## src/rtl/serial_adder_ctrl_pkg.sv

```systemverilog
// Shared definitions for the bit-serial adder controller.
// Holds the default operand width and the controller state encodings.
// Encoding 2'd3 is unused; the controller recovers from it to IDLE.
package serial_adder_ctrl_pkg;

  localparam int DEFAULT_WIDTH = 8;

  localparam logic [1:0] IDLE = 2'd0;
  localparam logic [1:0] RUN  = 2'd1;
  localparam logic [1:0] DONE = 2'd2;

  // Bit counter width: one bit more than needed to index WIDTH bits.
  function automatic int cnt_width(input int width);
    return $clog2(width) + 1;
  endfunction

endpackage

```

## src/rtl/serial_adder_ctrl_full_adder.sv

```systemverilog
// One-bit full adder, purely combinational.
// Ports:
//   a, b  - operand bits
//   cin   - carry in
//   sum   - a ^ b ^ cin
//   cout  - carry out
module full_adder (
  input  logic a,
  input  logic b,
  input  logic cin,
  output logic sum,
  output logic cout
);

  assign sum  = a ^ b ^ cin;
  assign cout = (a & b) | (cin & (a ^ b));

endmodule

```

## src/rtl/serial_adder_ctrl.sv

```systemverilog
// Bit-serial adder controller: adds two WIDTH-bit unsigned operands plus a
// carry-in, one bit per clock LSB first, through a single full_adder.
// Ports:
//   clk    - rising-edge clock
//   rst    - asynchronous active-high reset
//   start  - request, only honoured in IDLE
//   a, b   - operands, captured on accepted start
//   cin    - initial carry, captured on accepted start
//   busy   - high while bits are processed (registered)
//   done   - one-cycle result-valid pulse (registered)
//   sum    - result register (shows partial values while busy)
//   cout   - final carry-out
module serial_adder_ctrl
  import serial_adder_ctrl_pkg::*;
#(
  parameter int WIDTH = DEFAULT_WIDTH
) (
  input  logic             clk,
  input  logic             rst,
  input  logic             start,
  input  logic [WIDTH-1:0] a,
  input  logic [WIDTH-1:0] b,
  input  logic             cin,
  output logic             busy,
  output logic             done,
  output logic [WIDTH-1:0] sum,
  output logic             cout
);

  localparam int CW = cnt_width(WIDTH);

  logic [1:0]       state_r;
  logic [1:0]       state_s;
  logic [WIDTH-1:0] a_sh_r;
  logic [WIDTH-1:0] b_sh_r;
  logic             carry_r;
  logic [CW-1:0]    cnt_r;
  logic             last_bit_s;
  logic             fa_sum_s;
  logic             fa_cout_s;
  logic             busy_s;
  logic             done_s;

  // Final bit of the pass is being added this cycle.
  assign last_bit_s = (cnt_r == CW'(WIDTH - 1));

  full_adder u_full_adder (
    .a    (a_sh_r[0]),
    .b    (b_sh_r[0]),
    .cin  (carry_r),
    .sum  (fa_sum_s),
    .cout (fa_cout_s)
  );

  // State register.
  always_ff @(posedge clk or posedge rst) begin
    if (rst) begin
      state_r <= IDLE;
    end else begin
      state_r <= state_s;
    end
  end

  // Next-state logic; the unused encoding falls back to IDLE.
  always_comb begin
    state_s = IDLE;
    case (state_r)
      IDLE: begin
        if (start) begin
          state_s = RUN;
        end else begin
          state_s = IDLE;
        end
      end
      RUN: begin
        if (last_bit_s) begin
          state_s = DONE;
        end else begin
          state_s = RUN;
        end
      end
      DONE:    state_s = IDLE;
      default: state_s = IDLE;
    endcase
  end

  // Output decode from the next state so busy/done can be registered
  // and still line up with the state they describe.
  always_comb begin
    busy_s = 1'b0;
    done_s = 1'b0;
    case (state_s)
      IDLE: begin
        busy_s = 1'b0;
        done_s = 1'b0;
      end
      RUN: begin
        busy_s = 1'b1;
        done_s = 1'b0;
      end
      DONE: begin
        busy_s = 1'b0;
        done_s = 1'b1;
      end
      default: begin
        busy_s = 1'b0;
        done_s = 1'b0;
      end
    endcase
  end

  // Registered handshake outputs.
  always_ff @(posedge clk or posedge rst) begin
    if (rst) begin
      busy <= 1'b0;
      done <= 1'b0;
    end else begin
      busy <= busy_s;
      done <= done_s;
    end
  end

  // Datapath: operand capture, serial shift, carry and counter update.
  always_ff @(posedge clk or posedge rst) begin
    if (rst) begin
      a_sh_r  <= {WIDTH{1'b0}};
      b_sh_r  <= {WIDTH{1'b0}};
      carry_r <= 1'b0;
      cnt_r   <= {CW{1'b0}};
      sum     <= {WIDTH{1'b0}};
      cout    <= 1'b0;
    end else begin
      case (state_r)
        IDLE: begin
          if (start) begin
            a_sh_r  <= a;
            b_sh_r  <= b;
            carry_r <= cin;
            cnt_r   <= {CW{1'b0}};
          end
        end
        RUN: begin
          a_sh_r  <= {1'b0, a_sh_r[WIDTH-1:1]};
          b_sh_r  <= {1'b0, b_sh_r[WIDTH-1:1]};
          // New bit enters at the MSB; after WIDTH shifts bit 0 sits at LSB.
          sum     <= {fa_sum_s, sum[WIDTH-1:1]};
          carry_r <= fa_cout_s;
          cnt_r   <= cnt_r + CW'(1);
          if (last_bit_s) begin
            cout <= fa_cout_s;
          end
        end
        default: begin
          // DONE and the unused encoding hold the datapath.
        end
      endcase
    end
  end

endmodule

```

## config.mk

```make
export PLATFORM = sky130hd
export DESIGN_NAME = serial_adder_ctrl
export DESIGN_NICKNAME = d
export VERILOG_FILES = /design/src/rtl/serial_adder_ctrl_pkg.sv /design/src/rtl/serial_adder_ctrl_full_adder.sv /design/src/rtl/serial_adder_ctrl.sv
export SDC_FILE = /design/constraint.sdc
export NUM_CORES = 1
export LEC_CHECK = 0
export CAP_MARGIN = 20
export CELL_PAD_IN_SITES_DETAIL_PLACEMENT = 0
export CELL_PAD_IN_SITES_GLOBAL_PLACEMENT = 1
export CORE_MARGIN = 2
export CORE_UTILIZATION = 31
export CTS_BUF_LIST = sky130_fd_sc_hd__clkbuf_4
export CTS_CLUSTER_DIAMETER = 200
export CTS_CLUSTER_SIZE = 40
export DETAILED_ROUTE_END_ITERATION = 10
export PLACE_DENSITY_LB_ADDON = 0.1
export SLEW_MARGIN = 25
export SYNTH_ARGS = -nofsm -noshare
export SYNTH_HDL_FRONTEND = slang
export SYNTH_SLANG_ARGS = --single-unit
```

## constraint.sdc

```tcl
create_clock -name clk -period 2.1 [get_ports clk]
set_input_delay 0.21 -clock clk [delete_from_list [all_inputs] [get_ports clk]]
set_output_delay 0.21 -clock clk [all_outputs]
set_load 0.005 [all_outputs]
```

Word level (Yosys, flattened, before mapping)

Cells that the tools add are included.

Register bits after elaboration: 34
Bits of input ports: 20

Bitwise gates (word level): 5
Add/subtract/negate cells: 1
Reduce and logical (&&, ||, !) cells: 4
Equality and inequality tests: 5
Muxes and demuxes: 13

Operators by type and width:

| cell                                           | number |
|---|---|
| one-hot mux 8 bit (2 select lines)             | 2 |
| two-way mux 8 bit                              | 2 |
| one-hot mux 4 bit (2 select lines)             | 1 |
| adder 4 x 1 -> 4 bit (second input constant)   | 1 |
| == test 2 x 1 -> 1 bit (second input constant) | 2 |
| == test 4 x 3 -> 1 bit (second input constant) | 1 |
| two-way mux 1 bit                              | 4 |
| two-way mux 4 bit                              | 1 |
| one-hot mux 2 bit (2 select lines)             | 1 |
| AND reduction 2 bit                            | 2 |
| AND 1 bit                                      | 2 |
| == test 2 bit (second input constant)          | 1 |
| zero test 2 bit                                | 1 |
| two-way mux 2 bit                              | 1 |
| != test 2 bit (second input constant)          | 1 |
| one-hot mux 1 bit (2 select lines)             | 1 |
| nonzero test 2 bit                             | 1 |
| bitwise XOR 1 bit                              | 2 |
| bitwise OR 1 bit                               | 1 |

Depth between registers and ports, before layout

Depth after elaboration: 5
Gate-level depth with buffers: 5

Modules after synthesis

From an unflattened synthesis, not the netlist that was laid out.

Cell total of the unflattened synthesis: 149
Area total of the unflattened synthesis: 1555.2 sq um

By module, submodules not included:

| module            | cells an instance | area each (sq um) | instances |
|---|---|---|---|
| serial_adder_ctrl | 148               | 1535.2            | 1 |
| full_adder        | 1                 | 20.0              | 1 |

Worst setup path after synthesis

Ideal clock, no wire load.

Kind: register to register
Start: register cnt_r[0]
End: register cout
Buffers on the path: 0
Stages on the path, launching flop included: 5
Required time: 1975 ps
Data arrival time: 1088 ps
Path slack: 887 ps
Clock period less this slack: 1213 ps
Path through: dfrtp_1 -> ha_1 -> nand2_1 -> nor3_4 -> mux2_2

Longest elaborated chain between the ends: 2

RTL lines:

| element                              | line                     | RTL |
|---|---|---|
| from (decl)                          | serial_adder_ctrl.sv:37  | `logic [CW-1:0] cnt_r;` |
| from (signal assigned)               | serial_adder_ctrl.sv:129 | `cnt_r <= {CW{1'b0}};` |
| from (signal assigned)               | serial_adder_ctrl.sv:139 | `cnt_r <= {CW{1'b0}};` |
| from (signal assigned)               | serial_adder_ctrl.sv:148 | `cnt_r <= cnt_r + CW'(1);` |
| == test 4 x 3 -> 1 bit               | serial_adder_ctrl.sv:45  | `assign last_bit_s = (cnt_r == CW'(WIDTH - 1));` |
| AND reduction 2 bit (no source line) | --                       |  |
| to (signal assigned)                 | serial_adder_ctrl.sv:150 | `cout <= fa_cout_s;` |
| to (decl)                            | serial_adder_ctrl.sv:27  | `output logic cout` |

No other way between the ends.
A chain may end at the register's enable or synchronous reset.

Worst setup path in the final report

Start: register state_r[0]
End: register cnt_r[3]

Longest elaborated chain between the ends: 3
Elaborated cells between the ends (all ways): 6
Those cells by class: eq/ne: 2; mux: 1; reduce/logical: 3

RTL lines:

| element                                                                     | line                     | RTL |
|---|---|---|
| from (decl)                                                                 | serial_adder_ctrl.sv:32  | `logic [1:0] state_r;` |
| from (signal assigned)                                                      | serial_adder_ctrl.sv:60  | `state_r <= state_s;` |
| == test 2 x 1 -> 1 bit / zero test 2 bit (equally long branches)            | serial_adder_ctrl.sv:133 | `case (state_r)` |
| nonzero test 2 bit (no source line) / != test 2 bit (equally long branches) | --                       |  |
| AND reduction 2 bit (no source line)                                        | --                       |  |

Parallel ways exist; a longest one is shown, timed or not.

==> results.yml <==
synth:
  ys_warn_count: 0
  synth_top_area_frac: 0.5132
  synth.top_cells.by_area: "dfrtp_1, nand2_1, a22oi_2"
  synth.ff_latch_count: 34
  synth_fp_nets: 171
  synth_area_leader_cell: "dfrtp_1"
  yosysUniqueCellTypes: 29
  async_flop_share: 1.000
  synth_edf_count: 0
  syn_inst: 149
  synth_ff_type: "dfrtp_1"
  syn-cell-area_mm2: 0.001658
  yosysSeqAreaShare: 0.5132
  postSynthAreaPerCell_um2: 11.13
clocking:
  cts_resized: 0
  htree_levels: 2
  cts.clk_slew.worst_paths_ns: 0.11
  cts_root_buffer: "clkbuf_4"
  post_cts_buffers: 0
  cts_hold_buf: 0
  clk_latency_ns: 0.33
  cts_made_buffers: 5
  clockBufferDepth: 2
  cts.sink_count: 34
  cts_tree: "done"
critical_path:
  ff2ff_path_depth: 4
  path_class: "flop to flop"
  r2r_slack_ns: 0.59
  crit_end: "cnt_r[3]"
  cp-end-kind: "flop"
  reg2reg_from: "state_r[0]"
  reg2reg_to: "cnt_r[3]"
  crit_path_start_kind: "flop"
  critical_path.max_fanout: 17
  arrival_ns: 1.73
  crit_required_ns: 2.32
  critPathLaunch: "state_r[0]"
floorplanning:
  ios: 31
  num_rows: 26
  core_region_area_mm2: 0.005140
  start_util: 0.3225
  die_w_um: 77.13
  die-area_mm2: 0.005949
  die_h_um: 77.13
detailed_routing:
  met2_length_um: 1470
  topRoutingLayerUsed: "met4"
  detail-route-antenna-nets: 0
  wl_met3_um: 205
  met1Wirelength_um: 1617
  drt-initial-drc-count: 55
  drtPass1Iterations: 4
  routedWlPerCell_um: 13.36
  vias: 1189
  viasPerCell: 4.718
  drc: 0
  wirelength_um: 3366
grt:
  grt_pass1_vias: 1232
  track_usage: 0.1318
  antenna_found_initial: 0
  grt_overflow: 0
  grt_pass1_wl_um: 6182
  grt_max_degree: 35
placed_design:
  place_congestion: 0.6766
  dp_hpwl_um: 2269
  port_buffers: 30
  dp.cells: 244
sta:
  period_share: 0.7184
  slew_headroom: 0.6785
  rsz0062_at_grt: "false"
  period_needed_ns: 1.509
  tightest_slew_ns: 0.4822
  setup_viol_count_final: 0
  skew_ns: 0.004942
  fmax_mhz: 662.9
  final_hold_viol_count: 0
  slew_viol_final: 0
  setup_tns_ns: 0
power_and_ir_drop:
  p_per_area_mw_per_mm2: 1282
  p_leak_nw: 0.8822
  ir_worst_vdd_v: 0.0004104
final_layout:
  fill_cells: 531
  mostFrequentLayoutCell: "nand2_1"
  area_growth_pct: 23.47
  nets: 203
  fin_util: 0.3982
  instances_no_fill: 252
  drive_gt1_frac: 0.2418
  final_cell_mix: "nand2_1, dfrtp_1, clkdlybuf4s50_1"
  antenna_cells: 0
flow_run:
  drv_cap: 0
min_path:
  hp-class: "input port to asynchronous set/reset pin"
outcome:
  status: "completed"
[state kept, by name (all words and copies together), names as in the netlist]
register / count
state_r: 2
a_sh_r: 8
cnt_r: 4
busy: 1
sum: 8
cout: 1
done: 1
b_sh_r: 8
carry_r: 1
[power breakdown]
group | switching (W) | internal, W
clock network | 0.000225 | 0.000139
logic | 0.000563 | 0.000556
registers | 0.000228 | 0.000914
[synth_stat cells (all sizes together) (7+ instances only)]
cell,number
and2b,7
o21ai,18
nand2,40
dfrtp,34
a22oi,15
buf,7
a21oi,8
[per-layer routing]
layer,track usage,up-vias
met5,0,-
met4,0.05357,0
met3,0.04706,8
met2,0.1948,28
met1,0.1751,567
li1,-,586
[worst max-delay path, stage by stage (launching register included)]
cell and delay, ns:
dfrtp_1 0.55, buf_4 0.25, o21bai_4 0.39, nand2_1 0.09, o311ai_0 0.10
[stage by stage]
stage               power [W]  setup slack [ns]  area, um2  hold slack (ns)
global placement     0.002276            0.4559       1993           0.4594
finish               0.002625            0.5914       2047           0.2643
global route         0.002883            0.4717       2047           0.3093
CTS                  0.002677            0.5768       2047           0.2770
detailed placement   0.002307            0.3853       1993           0.4714
floorplan            0.001966            0.8870       1658           0.3516
[final cells by class]
class,instances,area [um2],area share
Sequential cell,34,850.8,0.4156
Inverter,1,3.754,0.001834
Multi-Input combinational cell,105,720.7,0.3521
Clock inverter,2,8.758,0.004279
Tap cell,70,87.58,0.04279
Timing Repair Buffer,34,330.3,0.1614
Clock buffer,6,45.04,0.02200
[cell families (layout without fill, tap and decap cells)]
kind of cell | after synthesis | after routing | synth area share
AND/OR/NAND/NOR | 56 | 56 | 0.1751
AO/OA/AOI/OAI | 45 | 45 | 0.2264
flip-flops | 34 | 34 | 0.5132
buffers and inverters | 10 | 43 | 0.05207
adder cells (fa/ha/maj) | 2 | 2 | 0.01962
multiplexers | 2 | 2 | 0.01358
[worst min path at each step]
stage / depth (start not counted) / start / to / slack, ns
finish: 3 / rst / b_sh_r[7] / 0.26
global route: 3 / rst / sum[2] / 0.31
CTS: 3 / rst / b_sh_r[1] / 0.28
detailed placement: 2 / sum[0] / sum[0] / 0.47
global placement: 2 / sum[0] / sum[0] / 0.46
floorplan: 1 / rst / a_sh_r[0] / 0.35
(Power assumes the default switching activity.)
